`src/rtl/full_adder_if.sv`:
```
// rtl/full_adder_if.sv - operand/result bundle for the ripple-carry adder
interface full_adder_if #(
  parameter int WIDTH = 1
);
  logic [WIDTH-1:0] A;
  logic [WIDTH-1:0] B;
  logic             Cin;
  logic             en;
  logic [WIDTH-1:0] Sum;
  logic             Cout;
  logic             Ovf;
  logic [WIDTH-1:0] Sum_q;
  logic             Cout_q;
  logic             Ovf_q;

  modport master (
    output A, B, Cin, en,
    input  Sum, Cout, Ovf, Sum_q, Cout_q, Ovf_q
  );

  modport slave (
    input  A, B, Cin, en,
    output Sum, Cout, Ovf, Sum_q, Cout_q, Ovf_q
  );
endinterface

```
`src/rtl/full_adder.sv`:
```
// rtl/full_adder.sv - ripple-carry adder of 1-bit cells with registered result copy
module fa_cell (
  input  logic a,
  input  logic b,
  input  logic ci,
  output logic s,
  output logic co
);
  assign s  = a ^ b ^ ci;
  assign co = (a & b) | (a & ci) | (b & ci);
endmodule

module full_adder #(
  parameter int WIDTH = 1
) (
  input  logic          clk,
  input  logic          rst_n,
  full_adder_if.slave   bus
);
  logic [WIDTH-1:0] s;
  logic             cout;
  logic             ovf;

  // Each stage owns its carry-in/out so the chain is made of distinct nets.
  for (genvar i = 0; i < WIDTH; i++) begin : g_cell
    logic ci;
    logic co;
    if (i == 0) begin : g_first
      assign ci = bus.Cin;
    end else begin : g_next
      assign ci = g_cell[i-1].co;
    end
    fa_cell u_cell (
      .a  (bus.A[i]),
      .b  (bus.B[i]),
      .ci (ci),
      .s  (s[i]),
      .co (co)
    );
  end

  assign cout     = g_cell[WIDTH-1].co;
  assign ovf      = g_cell[WIDTH-1].co ^ g_cell[WIDTH-1].ci;
  assign bus.Sum  = s;
  assign bus.Cout = cout;
  assign bus.Ovf  = ovf;

  always_ff @(posedge clk) begin
    if (!rst_n) begin
      bus.Sum_q  <= '0;
      bus.Cout_q <= 1'b0;
      bus.Ovf_q  <= 1'b0;
    end else if (bus.en) begin
      bus.Sum_q  <= s;
      bus.Cout_q <= cout;
      bus.Ovf_q  <= ovf;
    end
  end
endmodule

```
`src/flat_wrapper.sv`:
```
// flat-port wrapper written by rule: the top's interface ports become plain ports
module full_adder_flat 
#(
  parameter int WIDTH = 1
)
  (clk, rst_n, bus_A, bus_B, bus_Cin, bus_en, bus_Sum, bus_Cout, bus_Ovf, bus_Sum_q, bus_Cout_q, bus_Ovf_q);
  full_adder_if #(.WIDTH(WIDTH)) bus_i ();
  input  logic clk;
  input  logic rst_n;
  input wire logic [$bits(bus_i.A)-1:0] bus_A;
  input wire logic [$bits(bus_i.B)-1:0] bus_B;
  input wire logic [$bits(bus_i.Cin)-1:0] bus_Cin;
  input wire logic [$bits(bus_i.en)-1:0] bus_en;
  output wire logic [$bits(bus_i.Sum)-1:0] bus_Sum;
  output wire logic [$bits(bus_i.Cout)-1:0] bus_Cout;
  output wire logic [$bits(bus_i.Ovf)-1:0] bus_Ovf;
  output wire logic [$bits(bus_i.Sum_q)-1:0] bus_Sum_q;
  output wire logic [$bits(bus_i.Cout_q)-1:0] bus_Cout_q;
  output wire logic [$bits(bus_i.Ovf_q)-1:0] bus_Ovf_q;
  assign bus_i.A = bus_A;
  assign bus_i.B = bus_B;
  assign bus_i.Cin = bus_Cin;
  assign bus_i.en = bus_en;
  assign bus_Sum = bus_i.Sum;
  assign bus_Cout = bus_i.Cout;
  assign bus_Ovf = bus_i.Ovf;
  assign bus_Sum_q = bus_i.Sum_q;
  assign bus_Cout_q = bus_i.Cout_q;
  assign bus_Ovf_q = bus_i.Ovf_q;
  full_adder #(.WIDTH(WIDTH)) u_core (.clk(clk), .rst_n(rst_n), .bus(bus_i));
endmodule
```
`config.mk`:
```
export PLATFORM = sky130hd
export DESIGN_NAME = full_adder_flat
export DESIGN_NICKNAME = d
export VERILOG_FILES = /design/src/rtl/full_adder_if.sv /design/src/rtl/full_adder.sv /design/src/flat_wrapper.sv
export SDC_FILE = /design/constraint.sdc
export NUM_CORES = 1
export LEC_CHECK = 0
export CORE_AREA = 10 10 47 49
export DETAILED_ROUTE_END_ITERATION = 10
export DIE_AREA = 0 0 57 59
export PLACE_DENSITY = 0.44
export SLEW_MARGIN = 10
export SYNTH_ARGS = -nofsm -noshare
export SYNTH_HDL_FRONTEND = slang
export SYNTH_HIERARCHICAL = 1
export SYNTH_SLANG_ARGS = --single-unit
export TNS_END_PERCENT = 50
```
`constraint.sdc`:
```
create_clock -name clk -period 1.35 [get_ports clk]
set_clock_uncertainty 0.2 [all_clocks]
set_input_delay 0.27 -clock clk [delete_from_list [all_inputs] [get_ports clk]]
set_output_delay 0.27 -clock clk [all_outputs]
set_load 0.1 [all_outputs]
```
-- Yosys cells after proc, flatten, opt, wreduce, memory -nomap -nowiden
Index checks and enable logic that the tools add are counted.
Widths: inputs -> output; s select.
- register bits after elaboration: 3
- output and inout port bits: 6
- bitwise operators: 8
- operators with widths (operator ; count):
    $and 1x1->1 ; 3
    $xor 1x1->1 ; 3
    $or 1x1->1 ; 2

-- Depth between registers and ports, before layout
- depth in word-level cells: 4
- depth in mapped cells: 3

-- By module
Netlist, hierarchy kept.
- modules (own cells, without submodules) (module ; instances ; cells an instance ; area an instance (um^2) ; seq. area each (um^2)):
    full_adder ; 1 ; 11 ; 115.1 ; 60.1
    fa_cell ; 1 ; 1 ; 20.0 ; 0.0

-- Worst setup path before layout
No wires, ideal clock.
- path type: input to output
- start point: input bus_A
- end point: output bus_Ovf
- arrival time: 2.053 ns
- required time: 0.880 ns
- slack: -1.173 ns
- stages: 3
- buffers on the path: 0
- cell sequence: fa_1 xnor2_1 inv_1
- longest elaborated chain between the ends: 4
- elaborated cells between the ends (all ways): 5
- classes of those cells: bitwise: 5
- ends and longest elaborated chain (item ; RTL line ; RTL):
    start: declaration ; flat_wrapper.sv:10 ; input wire logic [$bits(bus_i.A)-1:0] bus_A;
    $and 1x1->1 ; full_adder.sv:10 ; assign co = (a & b) | (a & ci) | (b & ci);
    $or 1x1->1 * (2 in series) ; full_adder.sv:10 ;
    $xor 1x1->1 * ; full_adder.sv:43 ; assign ovf = g_cell[WIDTH-1].co ^ g_cell[WIDTH-1].ci;
    end: declaration ; flat_wrapper.sv:16 ; output wire logic [$bits(bus_i.Ovf)-1:0] bus_Ovf;
Mark *: on every way between the ends. The rest lies on a longest branch, timed or not.

-- Worst setup path in the final report
Ends and elaborated chain as after synthesis.

==> impl_metrics.json <==
{
  "hold_depth": 2,
  "clock_latency_ps": 230,
  "first_iter_violations": 0,
  "rsz0062_at_grt": "yes",
  "htree_num_levels": 1,
  "synth_cell_types": 8,
  "setup_viol": 3,
  "start_util_pct": 9.64,
  "die_h_um": 59,
  "ir_drop_uv": 339,
  "ys_warn_count": 6,
  "worst_slew_pin_slew_ps": 177,
  "ys_async_sr_fraction_pct": 0,
  "dr.pass1.iters": 1,
  "ys_top_cells_by_count": "3 x dfxtp_1, 2 x mux2i_1, 2 x nor2b_1",
  "antenna_cells": 0,
  "yosysMostFrequentCell": "dfxtp_1",
  "p_leak_nw": 0.170,
  "reg2reg_depth": 2,
  "syn_area_sq_um": 135,
  "cp_max_fo": 2,
  "layout.nets": 39,
  "drc": 0,
  "power_density_nw_per_um2": 1380,
  "yosysTopAreaCell": "dfxtp_1",
  "wl_per_cell_um": 11.3,
  "r2r_slack_ps": 460,
  "viasPerCell": 3.19,
  "worst_ep_arrival_time_ps": 1270,
  "start_kind": "input pin",
  "grt_pass1_vias": 204,
  "netlist.area_leader.share_pct": 44.4,
  "wl_um": 529,
  "fin_setup_tns_ps": -992,
  "cts_sinks": 3,
  "synth_nets": 19,
  "crit_path_end_kind": "primary output",
  "drive_gt1_share_pct": 61.3,
  "cts_buffers": 3,
  "synth_seq_cells": 3,
  "fmax_ghz": 0.576,
  "required_ps": 880,
  "yosysSeqAreaShare_pct": 44.4,
  "die_area_sq_um": 3360,
  "root_buffer": "clkbuf_4",
  "hp-class": "reg -> reg",
  "port-buffer-count": 11,
  "tritoncts": "done",
  "drv_slew": 0,
  "status": "finished with violations",
  "fill_cells": 153,
  "area_growth_pct": 197,
  "die_x_um": 57,
  "grt-ovfl-total": 0,
  "synth_edf_count": 0,
  "min_period_over_period_pct": 129,
  "row_count": 14,
  "r2r-start": "u_core/bus.Cout_q",
  "core_sq_um": 1400,
  "whs_ps": 369,
  "place_ws_ps": -825,
  "yosys_most_used_dff": "dfxtp_1",
  "antenna_found_initial": 0,
  "gp_congestion": 0.676,
  "max-cap-violations": 0,
  "grt_max_degree": 5,
  "synthCells": 12,
  "synth_area_leaders": "dfxtp_1 44%, fa_1 15%, mux2i_1 15%",
  "ios": 12,
  "max_slew_margin_pct": 88.2,
  "startpoint": "bus_A",
  "grtUsageTotal_pct": 4.02,
  "critPathKind": "in -> out",
  "hp-start": "u_core/bus.Sum_q",
  "hold_violations": 0,
  "vias": 150,
  "detail-route-antenna-nets": 0,
  "finalCriticalPeriod_ps": 1740,
  "path_clk_slew_ps": 40,
  "grt_pass1_wl_um": 986,
  "clk_path_buf_depth": 2,
  "avgSynthCellArea_sq_um": 11.3,
  "holdBufCountCts": 0,
  "failed_checks": "setup timing",
  "layout_setup_ws_ps": -388
}
critical path, stage by stage:
cell and delay [ps]:
buf_6 90, fa_2 430, xnor2_4 180, clkinvlp_4 120
buf_12 170
per-layer routing:
layer	part of all wire (%)	wire length [um]	GRT usage (%)	vias to the layer above
met3	15	81	3.65	0
li1	-	-	-	76
met1	45	240	3.91	62
met4	0	0	4.03	0
met5	0	0	0	-
met2	39	207	4.81	12
through the flow:
step           total power, W  instance area [sq um]  util (%)  std cells
5_1_grt              0.000582                    402      28.7         47
3_5_place_dp         0.000384                    354      25.3         41
6_report             0.000554                    402      28.7         47
2_1_floorplan        0.000272                    149         -         12
3_3_place_gp         0.000380                    354      25.3         41
4_1_cts              0.000558                    390      27.9         47
timing repair:
action | CTS | global route
pin swaps | 2 | 1
endpoints found under the setup margin | 6 | 4
resized for setup | 14 | 2
buffers inserted | 2 | 1
kinds of logic after synthesis:
| kind of cell | synth area share (%) |
|---|---|
| XOR/XNOR | 6.48 |
| AND/OR/NAND/NOR | 9.26 |
| multiplexers | 14.8 |
| buffers and inverters | 2.78 |
| flip-flops | 44.4 |
| adder cells (fa/ha/maj) | 14.8 |
| AO/OA/AOI/OAI | 7.40 |
sequential cells by signal (all words and copies together) (netlist names):
name               cells
u_core/bus.Ovf_q       1
u_core/bus.Cout_q      1
u_core/bus.Sum_q       1
worst paths after layout:
| check | to |
|---|---|
| worst max-delay path | bus_Ovf |
| worst min-delay path | u_core/bus.Sum_q |
| worst min register to register | u_core/bus.Sum_q |
| worst max register to register | u_core/bus.Cout_q |
cells in the final DEF (no fill, tap or decap):
cell	instances
buf_6	2
xnor2_4	1
buf_12	6
a21oi_1	1
buf_4	3
clkinvlp_4	1
dfxtp_1	3
buf_2	2
nor2b_1	2
clkbuf_4	3
o21ai_0	1
mux2i_1	2
clkdlybuf4s50_1	2
clkbuf_1	1
fa_2	1
power breakdown:
| group | switching [W] | leakage (nW) | internal [W] |
|---|---|---|---|
| registers | 0.00000843 | 0.0248 | 0.0000966 |
| clock network | 0.0000484 | 0.0150 | 0.000111 |
| logic | 0.000175 | 0.130 | 0.000115 |
| total | 0.000232 | 0.170 | 0.000323 |
area by class of cell:
class	instances	area (sq um)	area share, %
Sequential cell	3	60.1	15.0
Multi-Input combinational cell	8	92.6	23.1
Clock buffer	4	26.3	6.54
Timing Repair Buffer	15	195	48.6
Tap cell	16	20.0	4.98
Inverter	1	7.51	1.87
No activity file was read; power rests on OpenSTA's default activity.
